$ cat src/rtl/seg7_scan_driver.sv
// seg7_scan_driver
//   Six-digit multiplexed seven-segment driver for an HH:MM:SS BCD time counter.
//   The asynchronous digit bus is synchronised (s1, s2), compared against a
//   third stage (s3), and a snapshot is taken once per frame only when s2 and
//   s3 agree, so a frame never mixes old and new digits. The snapshot is then
//   scanned onto a common-anode display, one digit per SCAN_DIV-cycle slot,
//   with the first cycle of every slot blanked to hide ghosting.
//
// Parameters
//   SCAN_DIV      clock cycles per digit slot (>= 2)
//   BLINK_FRAMES  frames per separator blink half-period (>= 1)
//
// Ports
//   clock        display clock
//   reset        synchronous, active-high
//   enable       1 = scan, 0 = dark outputs with scan position held
//   ms_hr..ls_sec  BCD digits, asynchronous to clock
//   seg_n        segment cathodes a..g (bit0 = a), active-low
//   dp_n         decimal point, active-low (HH.MM.SS separator)
//   an_n         digit anodes, active-low; an_n[5] = ms_hr .. an_n[0] = ls_sec
//   frame_start  one-cycle pulse with the first (blanked) cycle of slot 0
//
// Build option
//   LEADING_ZERO_BLANK_EN  blank the ms_hr digit when it is zero
module seg7_scan_driver #(
  parameter int SCAN_DIV     = 1000,
  parameter int BLINK_FRAMES = 50
) (
  input  logic       clock,
  input  logic       reset,
  input  logic       enable,
  input  logic [3:0] ms_hr,
  input  logic [3:0] ls_hr,
  input  logic [3:0] ms_min,
  input  logic [3:0] ls_min,
  input  logic [3:0] ms_sec,
  input  logic [3:0] ls_sec,
  output logic [6:0] seg_n,
  output logic       dp_n,
  output logic [5:0] an_n,
  output logic       frame_start
);

  localparam int PW = $clog2(SCAN_DIV);
  localparam int BW = (BLINK_FRAMES > 1) ? $clog2(BLINK_FRAMES) : 1;
  localparam logic [PW-1:0] PRE_LAST = PW'(SCAN_DIV - 1);
  localparam logic [BW-1:0] BLK_LAST = BW'(BLINK_FRAMES - 1);

  logic [23:0]   din, s1, s2, s3, snap;
  logic [PW-1:0] presc;
  logic [2:0]    idx;
  logic [BW-1:0] blk_cnt;
  logic          blink;

  logic [3:0] cur_dig;
  logic [6:0] seg_nxt;
  logic [5:0] an_nxt;
  logic       dp_nxt;
  logic       frame_pt;

  assign din = {ms_hr, ls_hr, ms_min, ls_min, ms_sec, ls_sec};

  function automatic logic [6:0] dec7(input logic [3:0] v);
    case (v)
      4'd0:    dec7 = 7'h40;
      4'd1:    dec7 = 7'h79;
      4'd2:    dec7 = 7'h24;
      4'd3:    dec7 = 7'h30;
      4'd4:    dec7 = 7'h19;
      4'd5:    dec7 = 7'h12;
      4'd6:    dec7 = 7'h02;
      4'd7:    dec7 = 7'h78;
      4'd8:    dec7 = 7'h00;
      4'd9:    dec7 = 7'h10;
      default: dec7 = 7'h3F; // illegal BCD: dash (g only)
    endcase
  endfunction

  // Slot index 0 is the leftmost digit (ms_hr), i.e. the top nibble.
  always_comb begin
    cur_dig = snap[3:0];
    case (idx)
      3'd0:    cur_dig = snap[23:20];
      3'd1:    cur_dig = snap[19:16];
      3'd2:    cur_dig = snap[15:12];
      3'd3:    cur_dig = snap[11:8];
      3'd4:    cur_dig = snap[7:4];
      default: cur_dig = snap[3:0];
    endcase
  end

  always_comb begin
    seg_nxt = dec7(cur_dig);
`ifdef LEADING_ZERO_BLANK_EN
    if (idx == 3'd0 && cur_dig == 4'd0) seg_nxt = 7'h7F;
`endif
  end

  // First cycle of each slot keeps every anode off while segments change.
  assign an_nxt   = (presc == '0) ? 6'h3F : ~(6'b100000 >> idx);
  assign dp_nxt   = ~(blink && (idx == 3'd1 || idx == 3'd3));
  assign frame_pt = (idx == 3'd0) && (presc == '0);

  always_ff @(posedge clock) begin
    if (reset) begin
      s1          <= '0;
      s2          <= '0;
      s3          <= '0;
      snap        <= '0;
      presc       <= '0;
      idx         <= '0;
      blk_cnt     <= '0;
      blink       <= 1'b0;
      seg_n       <= 7'h7F;
      dp_n        <= 1'b1;
      an_n        <= 6'h3F;
      frame_start <= 1'b0;
    end else begin
      // Synchroniser runs regardless of enable so it is settled on resume.
      s1 <= din;
      s2 <= s1;
      s3 <= s2;
      if (enable) begin
        seg_n       <= seg_nxt;
        dp_n        <= dp_nxt;
        an_n        <= an_nxt;
        frame_start <= frame_pt;
        // Tear filter: only latch a bus that was stable for two cycles.
        if (frame_pt && s2 == s3) snap <= s2;
        if (presc == PRE_LAST) begin
          presc <= '0;
          if (idx == 3'd5) begin
            idx <= '0;
            if (blk_cnt == BLK_LAST) begin
              blk_cnt <= '0;
              blink   <= ~blink;
            end else begin
              blk_cnt <= blk_cnt + 1'b1;
            end
          end else begin
            idx <= idx + 3'd1;
          end
        end else begin
          presc <= presc + 1'b1;
        end
      end else begin
        seg_n       <= 7'h7F;
        dp_n        <= 1'b1;
        an_n        <= 6'h3F;
        frame_start <= 1'b0;
      end
    end
  end

endmodule

$ cat config.mk
export PLATFORM = sky130hd
export DESIGN_NAME = seg7_scan_driver
export DESIGN_NICKNAME = d
export VERILOG_FILES = /design/src/rtl/seg7_scan_driver.sv
export SDC_FILE = /design/constraint.sdc
export NUM_CORES = 1
export LEC_CHECK = 0
export ABC_AREA = 1
export CAP_MARGIN = 5
export CORE_MARGIN = 1
export CORE_UTILIZATION = 40
export DETAILED_ROUTE_END_ITERATION = 6
export PLACE_DENSITY = 0.62
export SETUP_SLACK_MARGIN = 0.3
export SLEW_MARGIN = 20
export SYNTH_ARGS = -nofsm -noshare
export SYNTH_HDL_FRONTEND = slang
export SYNTH_SLANG_ARGS = --single-unit
$ cat constraint.sdc
create_clock -name clock -period 2.18 [get_ports clock]
set_clock_uncertainty 0.2 [all_clocks]
set_input_delay 0.327 -clock clock [delete_from_list [all_inputs] [get_ports clock]]
set_output_delay 0.327 -clock clock [all_outputs]
set_load 0.005 [all_outputs]
==> out/qor.tcl <==
set qor(post_synth_num_cell_types) 37
set qor(row_count) 42
set qor(dr_total_vias) 4882
set qor(setup.worst_path.start) {idx[0]}
set qor(synthDominantCellAreaShare_pct) 46.64
set qor(cp.required_ns) 2.34
set qor(routed_wirelength_normalized_by_instance_count_microns) 11.89
set qor(clock_tree.buffer_depth) 2
set qor(globalplace.congestion) 0.8406
set qor(core_region_area_sq_um) 13450
set qor(fin_tns_setup_ns) 0
set qor(reg_clk_slew_reported_paths_ns) 0.06
set qor(synth_enable_flop_cells) 0
set qor(grt_pass1_wl_microns) 20470
set qor(postRouteAntennaNets) 0
set qor(fin_total_pwr_mw) 5.721
set qor(critPathArrivalTime_ns) 2.12
set qor(maximum_number_of_pins_on_one_net_before_global_route_repair) 57
set qor(chipWidth_microns) 120.6
set qor(tightestPinTransition_ns) 0.5974
set qor(remaining_drc_errors) 0
set qor(clock.fmax_ghz) 0.5106
set qor(setup_viol) 0
set qor(syn-num-nets) 834
set qor(post_synth_and_or_nand_nor_area_fraction_pct) 37.18
set qor(run_status) {finished clean}
set qor(grt_overflow_total) 0
set qor(design.die.area_sq_um) 14540
set qor(synth.largest_area_cell) {dfxtp_1}
set qor(critical-path-top-cell-by-count) {buf_6}
set qor(synthMuxAreaShare_pct) 0
set qor(antennaDiodeCount) 0
set qor(peakVddDrop_mv) 0.6369
set qor(cts.root.buffer_cell) {clkbuf_16}
set qor(drt-initial-drc-count) 207
set qor(worst_path_max_delay_cell) {dfxtp_4}
set qor(synth-xor-area-share_pct) 1.090
set qor(hold_start) {reset}
set qor(routed_via_density) 4.567
set qor(synth_most_common_cell) {nand2_1}
set qor(dominantRegCellSynth) {dfxtp_1}
set qor(design.final.nets) 915
set qor(relSlewSlack_pct) 60.17
set qor(synth_top_family_by_area) {simple AND/OR/NAND/NOR gates}
set qor(async_flop_share_pct) 0
set qor(dieHeight_microns) 120.6
set qor(first_global_vias) 4414
set qor(syn_avg_cell_area_sq_um) 7.037
set qor(synth-compound-area-share_pct) 2.603
set qor(ctsHtreeMaxLevel) 4
set qor(grt_setup_unrepaired) {true}
set qor(drt-pass1-iter-count) 5
set qor(cts-buffers-inserted) 17
set qor(detailedPlacementHpwl_microns) 8446
set qor(worstSetupStartpointType) {register}
set qor(worst_skew_pair.late_latency_ns) 0.43
set qor(p_per_area_nw_per_um2) 761.7
set qor(detail_route.wirelength_microns) 12710
set qor(floorplan.initialDensity_pct) 41.80
set qor(synthAdderAreaFrac_pct) 1.780
set qor(globalRouteTotalUtil_pct) 18.44
set qor(clock-sinks) 131
set qor(synthesis.instances) 799
set qor(crit_fanout) 6
set qor(tritoncts_clock_tree) {yes}
set qor(crit_path_end_kind) {register}
set qor(holdCritPathClass) {input port to register}
set qor(slew_viol_final) 0
set qor(timing_hold_violations_final) 0
set qor(synth.yosys.warnings) 0
set qor(io_buffer_count) 41
set qor(cp_top_family) {simple AND/OR/NAND/NOR gates}
set qor(maxCapViolCount) 0
set qor(grt_antenna_before_repair) 0
set qor(worst_path_largest_cell_delay_ns) 0.36
set qor(drive_gt1_share_pct) 18.37
set qor(synth_area_leaders) {dfxtp_1 47%, nand2_1 13%, nor2_1 12%, inv_1 7.4%, nand4_1 4.2%}
set qor(crit_chain) {buf_6 > nor2_8 > nand2_4 > nor3_4 > buf_6 > nand3_4 > nor2_4 > buf_6 > clkbuf_16 > nor2_2 > nor2_1}
set qor(leakage_nw) 3.461
set qor(crit_type) {register to register}
set qor(ffs_latches_synth) 131
set qor(worstPathBufferInverterCount) 4
set qor(timing.final.crit_share_pct) 89.83
set qor(synth_area_sq_um) 5623
set qor(area_growth_pct) 33.58
set qor(ys_seq_area_share_pct) 46.64
set qor(final_period_minus_worst_setup_slack_ns) 1.958
set qor(top_level_ports) 42
set qor(r2r_start) {idx[0]}
set qor(n_fill_cell) 1278
set qor(synth_top_cells_by_count) {192 x nand2_1, 175 x nor2_1, 131 x dfxtp_1}
[timing repair]
item | in CTS | in global routing
endpoints found under the setup margin | 29 | 43
resized for setup | 16 | 64
setup buffers | 13 | 9
pin swaps | 14 | 45
cloned | 2 | 3
hold buffers | 0 | 0
[layout make-up]
class                           count  area, sq um  share of cell area (%)
Timing Repair Buffer               84        877.1                   11.68
Clock inverter                     13        120.1                   1.599
Tap cell                          176        220.2                   2.932
Sequential cell                   131         2633                   35.05
Multi-Input combinational cell    522         2719                   36.20
Inverter                          124        478.0                   6.363
Clock buffer                       19        464.2                   6.180
[layout by cell type, fill, tap and decap left out, drive strengths merged]
cell type | synthesis | routed
nand2 | 198 | 198
nor2 | 182 | 183
dfxtp | 131 | 131
inv | 124 | 131
buf | 14 | 41
clkdlybuf4s50 | 0 | 40
nand4 | 38 | 38
nand3 | 36 | 36
clkbuf | 9 | 22
a21oi | 18 | 18
nor3 | 12 | 12
or2 | 9 | 9
ha | 8 | 8
o21ai | 6 | 6
xnor2 | 5 | 5
clkinv | 0 | 5
nand3b | 4 | 4
xor2 | 2 | 2
and3 | 1 | 1
a211oi | 1 | 1
a22oi | 1 | 1
bufinv | 0 | 1
[routing by layer]
| metal | vias to the layer above | share of wire (%) | track usage, % |
|---|---|---|---|
| li1 | 2607 | - | - |
| met1 | 2141 | 47 | 22.97 |
| met2 | 106 | 47 | 28.88 |
| met3 | 28 | 3.8 | 4.528 |
| met4 | 0 | 2.4 | 10.80 |
| met5 | - | 0 | 0 |
[registers in the layout, summed over array words and instances, names as in the netlist]
name and count:
s1 24, s2 24, s3 24, snap 24, presc 10, seg_n 7
an_n 6, blk_cnt 6, idx 3, blink 1, dp_n 1, frame_start 1
[worst register-to-register path, stage by stage, from the launching register on]
cell,delay (ns)
dfxtp_4,0.36
buf_6,0.13
nor2_8,0.18
nand2_4,0.08
nor3_4,0.17
buf_6,0.13
nand3_4,0.08
nor2_4,0.14
buf_6,0.14
clkbuf_16,0.15
nor2_2,0.04
nor2_1,0.10
[metrics by stage]
step                      cells  cell area (sq um)  hold WS (ns)  util, %  setup slack, ns
final                      1069               7511       0.09887    55.83           0.2216
after global placement     1010               6330        0.1917    47.05           0.1195
after global routing       1069               7511        0.1460    55.83          0.08272
after CTS                  1057               7116       0.07260    52.89           0.1882
after detailed placement   1010               6330        0.1927    47.05          0.07783
after floorplan             799               5677        0.1883        -           0.1967
[cell families after synthesis]
kind of cell	after synthesis
flops	131
simple gates	480
buf+inv	147
fa+ha+maj	8
compound gates	26
xor+xnor	7
[where the power goes]
group | total, mW | internal, mW | switching [mW] | leakage [nW]
Clock | 2.79 | 1.68 | 1.11 | 0.295
Sequential | 2.49 | 2.46 | 0.0307 | 1.07
Combinational | 0.440 | 0.191 | 0.249 | 2.09
[worst paths after layout]
check,to,slack [ns],cells after the start
setup / recovery,snap[10],0.22,11
hold / removal,idx[2],0.1,4
setup reg to reg,snap[10],0.22,11
hold reg to reg,s2[17],0.20,2
(Power assumes the default switching activity.)
==> RTL edit 1 (same flow settings) <==
Make the reset (`reset`) asynchronous in one clocked block.
--- a/src/rtl/seg7_scan_driver.sv
+++ b/src/rtl/seg7_scan_driver.sv
@@ -101,7 +101,7 @@
   assign dp_nxt   = ~(blink && (idx == 3'd1 || idx == 3'd3));
   assign frame_pt = (idx == 3'd0) && (presc == '0);
 
-  always_ff @(posedge clock) begin
+  always_ff @(posedge clock or posedge reset) begin
     if (reset) begin
       s1          <= '0;
       s2          <= '0;
Behaviour: differs if reset is asserted again (counterexample within 4 cycles, from zero or initial values and one cycle with reset high); with reset held inactive, the same outputs for 10 cycles.
==> RTL edit 1 against the unedited design <==
  * Area after synthesis decreased by 9.0%
  * Sequential cell count unchanged
  * Design area decreased by 7.3%
  * Wire length decreased by 20%
  * First-iteration DRC count decreased by 0.48%
  * Non-clock buffer count increased by 4
  * Setup slack got worse by 0.019 ns
  * Final cell count decreased by 29%
  * Power increased by 5.4%
  * Die area decreased by 8.9%
  * Critical path type unchanged
==> RTL edit 1: results (changes against the unedited design) <==
Synth top cells by count nand2_1 (136), dfrtp_1 (117), nand3_1 (47) (was nand2_1 (192), nor2_1 (175), dfxtp_1 (131)); critical-path maximum fanout 5 (was 6); via/cell ratio 4.67 (was 4.57); largest net degree at the start of global routing 65 (was 57); top post-synthesis cells by area dfrtp_1 (57%), nand2_1 (10%), dfstp_2 (7.2%) (was dfxtp_1 (47%), nand2_1 (13%), nor2_1 (12%)); DRT iter0 DRCs 206 (was 207); CTS H-tree lvls 4 (unchanged); via count 3557 (was 4882); syn_nets 516 (was 834); Clock Latency Late Sink 0.43 ns (about the same); Max stage delay on crit path 0.43 ns (was 0.36 ns); cts hold-fix bufs 1 (was 0); Initial DRT Pass Iterations 4 (was 5); unique cell type count in the Yosys netlist 33 (was 37); met2 usage 28.0% (was 28.9%); critical-path cell with the highest stage delay dfrtp_2 (was dfxtp_4); Pleak 3.20 nW (was 3.46 nW); Top Layer Used met4 (unchanged); placed cell count 694 (was 1010); outcome complete, no violations (unchanged); Routed met1 length 4480 um (was 5950 um); Peak VDD IR 0.795 mV (was 0.637 mV); PortBufs 41 (unchanged); Final #Nets 616 (was 915); GRT Total Usage 17.3% (was 18.4%); GP Congestion 0.927 (was 0.841); vias in the first global route 3677 (was 4414); first-pass GRT wire length 17200 um (was 20500 um); ys async rst share 100% (was 0%); postcts setup bufs 23 (was 13); min-delay worst type primary input to register (unchanged); hold path cells 1 (was 4); metal3 WL 465 um (was 486 um); HPWL Detailed 6230 um (was 8450 um); worst rel slew slack 70.7% (was 60.2%); Seq/Total Area, Yosys 64.4% (was 46.6%); share of cells above drive strength 1 28.3% (was 18.4%); GR Util met3 5.17% (was 4.53%); depth of the worst register-to-register path 15 (was 11); P_sw 1.49 mW (was 1.39 mW); post-synthesis average cell area 10.6 um2 (was 7.04 um2); met1 usage 21.1% (was 23.0%); post-CTS sizing 57 (was 16); Wirelength per Cell 13.3 um (was 11.9 um); met2 WL 4980 um (was 5960 um)
## RTL edit 1: worst paths after layout
path	from	to	slack, ns
setup / recovery	idx[1]	seg_n[3]	0.20
hold / removal	ls_hr[1]	s1[17]	0.14
setup reg to reg	idx[1]	seg_n[3]	0.20
hold reg to reg	s1[14]	s2[14]	0.14
max in group asynchronous	reset	s2[4]	0.65
min in group asynchronous	reset	s3[22]	0.51
## RTL edit 1: power groups by stage
stage / Sequential (mW) / Combinational (mW) / Clock [mW]
detailed placement: 2.76 / 0.414 / 0
CTS: 2.73 / 0.445 / 2.86
global placement: 2.75 / 0.402 / 0
finish: 2.74 / 0.486 / 2.81
global route: 2.75 / 0.551 / 2.98
floorplan: 2.71 / 0.308 / 0
## RTL edit 1: stage by stage
step                      utilization [%]  hold slack, ns  power [mW]  setup slack (ns)  cell area, um2
after floorplan                         -           0.131        3.02            0.0412            5150
after global placement               47.4           0.134        3.15            0.0718            5810
after detailed placement             47.4           0.135        3.18            0.0111            5810
after CTS                            55.6           0.128        6.03             0.242            6810
after global routing                 56.8           0.131        6.28             0.108            6970
final                                56.8           0.137        6.03             0.202            6970
## RTL edit 1: logic make-up (layout without fill, tap and decap cells)
group / after synthesis / after routing / share of synthesized area, %
AOI/OAI and AO/OA: 20 / 20 / 2.42
xor gates and xnor gates: 28 / 28 / 4.79
adders and majority gates: 8 / 8 / 1.96
buffers and inverters: 50 / 160 / 4.67
DFF: 131 / 131 / 64.4
and+or+nand+nor: 244 / 247 / 21.7
## RTL edit 1: cell type report
cell class                 instances  area [um2]
sequential                       131        3300
inverter                          40         166
clock inverter                    13         149
multi-input combinational        303        1850
tap                              168         210
fill                            1029        5300
clock buffer                      19         443
timing repair buffer              88         842
==> RTL edit 2 (same flow settings) <==
Made on the original files. Change the parameter `SCAN_DIV` from 1000 to 250.
--- a/src/rtl/seg7_scan_driver.sv
+++ b/src/rtl/seg7_scan_driver.sv
@@ -23,7 +23,7 @@
 // Build option
 //   LEADING_ZERO_BLANK_EN  blank the ms_hr digit when it is zero
 module seg7_scan_driver #(
-  parameter int SCAN_DIV     = 1000,
+  parameter int SCAN_DIV     = 250,
   parameter int BLINK_FRAMES = 50
 ) (
   input  logic       clock,
Formal check against the unedited RTL: same outputs for any inputs over 10 cycles, from zero or initial values and one cycle with reset high; that may be too few to reach the edited logic, so the function may still have changed.
==> RTL edit 2 against the unedited design <==
  * First-iteration DRC count rose by 8.2%
  * Clock power rose by 8.6%
  * Sequential cell count fell by 2
  * Design area fell by 8.1%
  * Area after synthesis fell by 6.2%
  * Non-clock buffer count fell by 10
  * Worst hold slack improved by 0.099 ns
  * Wire length fell by 15%
  * Setup slack got worse by 0.032 ns
  * Power rose by 1.0%
==> RTL edit 2: results (changes against the unedited design) <==
share of cells above drive strength 1 15.8% (was 18.4%); top post-synthesis cells by area dfxtp_1 (49%), nand2_1 (13%), inv_1 (10%) (was dfxtp_1 (47%), nand2_1 (13%), nor2_1 (12%)); PortBufs 41 (unchanged); clock tree buffer depth 2 (unchanged); GRT Total Usage 17.5% (was 18.4%); crit path DAT 2.08 ns (was 2.12 ns); ys async rst share 0% (unchanged); HPWL Detailed 7420 um (was 8450 um); initial antenna violation count 0 (unchanged); Post-Synth Adder-Cell Area 2.13% (was 1.78%); worst slew pin tran 0.339 ns (was 0.597 ns); Synth top cells by count nand2_1 (176), inv_1 (141), nor2_1 (138) (was nand2_1 (192), nor2_1 (175), dfxtp_1 (131)); first-pass GRT wire length 18100 um (was 20500 um); Root Buffer clkbuf_16 (unchanged); critical-path maximum fanout 7 (was 6); yosys warns 0 (unchanged); Antenna diodes 0 (unchanged); Initial DRT Pass Iterations 4 (was 5); Post-Synthesis Cells 734 (was 799); FF-to-FF setup slack 0.19 ns (was 0.22 ns); largest net degree at the start of global routing 76 (was 57); unique cell type count in the Yosys netlist 32 (was 37); CTS H-tree lvls 4 (unchanged); via/cell ratio 4.34 (was 4.57); DRT iter0 DRCs 224 (was 207); WL final 10800 um (was 12700 um); Final #Nets 841 (was 915); Inserted Clock Buffers 17 (unchanged); vias in the first global route 4023 (was 4414); ys flop type dfxtp_1 (unchanged); syn_nets 770 (was 834); GP Congestion 0.829 (was 0.841); Reg clk slew, reported paths 0.06 ns (about the same); min-delay worst type register to register (was primary input to register); fillers 1239 (was 1278); Clock Latency Late Sink approximately 0.42 ns; placed cell count 938 (was 1010); post-synthesis compound-gate area fraction 2.80% (was 2.60%); Pleak 3.28 nW (was 3.46 nW); post-synthesis mux area share 0% (unchanged); outcome complete, no violations (unchanged); Peak VDD IR 0.562 mV (was 0.637 mV); Wirelength per Cell 10.9 um (was 11.9 um); Seq/Total Area, Yosys 48.9% (was 46.6%); xor/xnor share of the synthesized area 1.49% (was 1.09%)
RTL edit 2: changes by cell type in the layout (fill, tap and decap cells not counted), moves of 5 or more:
cell     before  now
a21oi_1      17    9
buf_4        29   22
inv_1       109  136
inv_2        13    5
nand2_1     187  167
nand3_1      27   21
nand4_1      38   11
nor2_1      149  133
nor2_2       14   23
nor2_4       19    6
or2_2         5    0
RTL edit 2: worst max-delay path, cell delays in order (launching register included):
cell	delay, ns
dfxtp_2	0.33
buf_8	0.13
nor2_4	0.25
nor2_4	0.05
nand2_2	0.09
nand2_1	0.06
inv_1	0.05
nand2_1	0.06
nand2_2	0.11
buf_4	0.13
ha_4	0.12
nand3_1	0.08
nand3_1	0.10
nand3_1	0.09
RTL edit 2: path summary, 6_finish.rpt:
kind,depth (start not counted),endpoint,startpoint
max,13,seg_n[4],idx[0]
min reg2reg,2,s2[23],s1[23]
max reg2reg,13,seg_n[4],idx[0]
min,2,s2[23],s1[23]
RTL edit 2: cell type report:
class                      count  share of cell area, %
sequential                   129                   37.5
multi-input combinational    438                   31.0
timing repair buffer          74                   11.0
inverter                     145                   8.06
clock buffer                  20                   6.76
tap                          172                   3.12
clock inverter                11                   2.56
RTL edit 2: layer usage:
metal | track usage [%] | vias to the layer above | routed length, um
li1 | - | 2307 | -
met1 | 21.0 | 1893 | 5040
met2 | 28.7 | 75 | 5260
met3 | 4.84 | 15 | 355
met4 | 9.11 | 0 | 174
met5 | 0 | - | 0
RTL edit 2: logic make-up after synthesis:
| kind of cell | after synthesis |
|---|---|
| compound gates | 24 |
| xor+xnor | 9 |
| fa+ha+maj | 9 |
| buf+inv | 167 |
| flops | 129 |
| simple gates | 396 |
RTL edit 2: power by group:
part / internal (mW) / leakage, nW / switching (mW)
registers: 2.43 / 1.06 / 0.0400
logic: 0.136 / 1.92 / 0.144
clock network: 2.01 / 0.302 / 1.02
RTL edit 2: what timing repair did:
action | 4_1_cts | 5_1_grt
pin swaps | 13 | 10
resized for setup | 16 | 22
hold buffers | 1 | 0
gates cloned | 0 | 4
endpoints found under the setup margin | 26 | 40
endpoints found under the hold margin | 1 | 0
buffers inserted | 9 | 6
RTL edit 2: stage by stage:
stage | setup TNS (ns) | area (um2) | hold slack, ns | setup slack (ns)
6_report | 0 | 6900 | 0.198 | 0.190
5_1_grt | 0 | 6900 | 0.204 | 0.105
4_1_cts | 0 | 6710 | 0.201 | 0.192
3_5_place_dp | -0.292 | 5930 | 0.193 | -0.0449
3_3_place_gp | 0 | 5930 | 0.194 | 0.00000977
2_1_floorplan | 0 | 5330 | 0.188 | 0.218
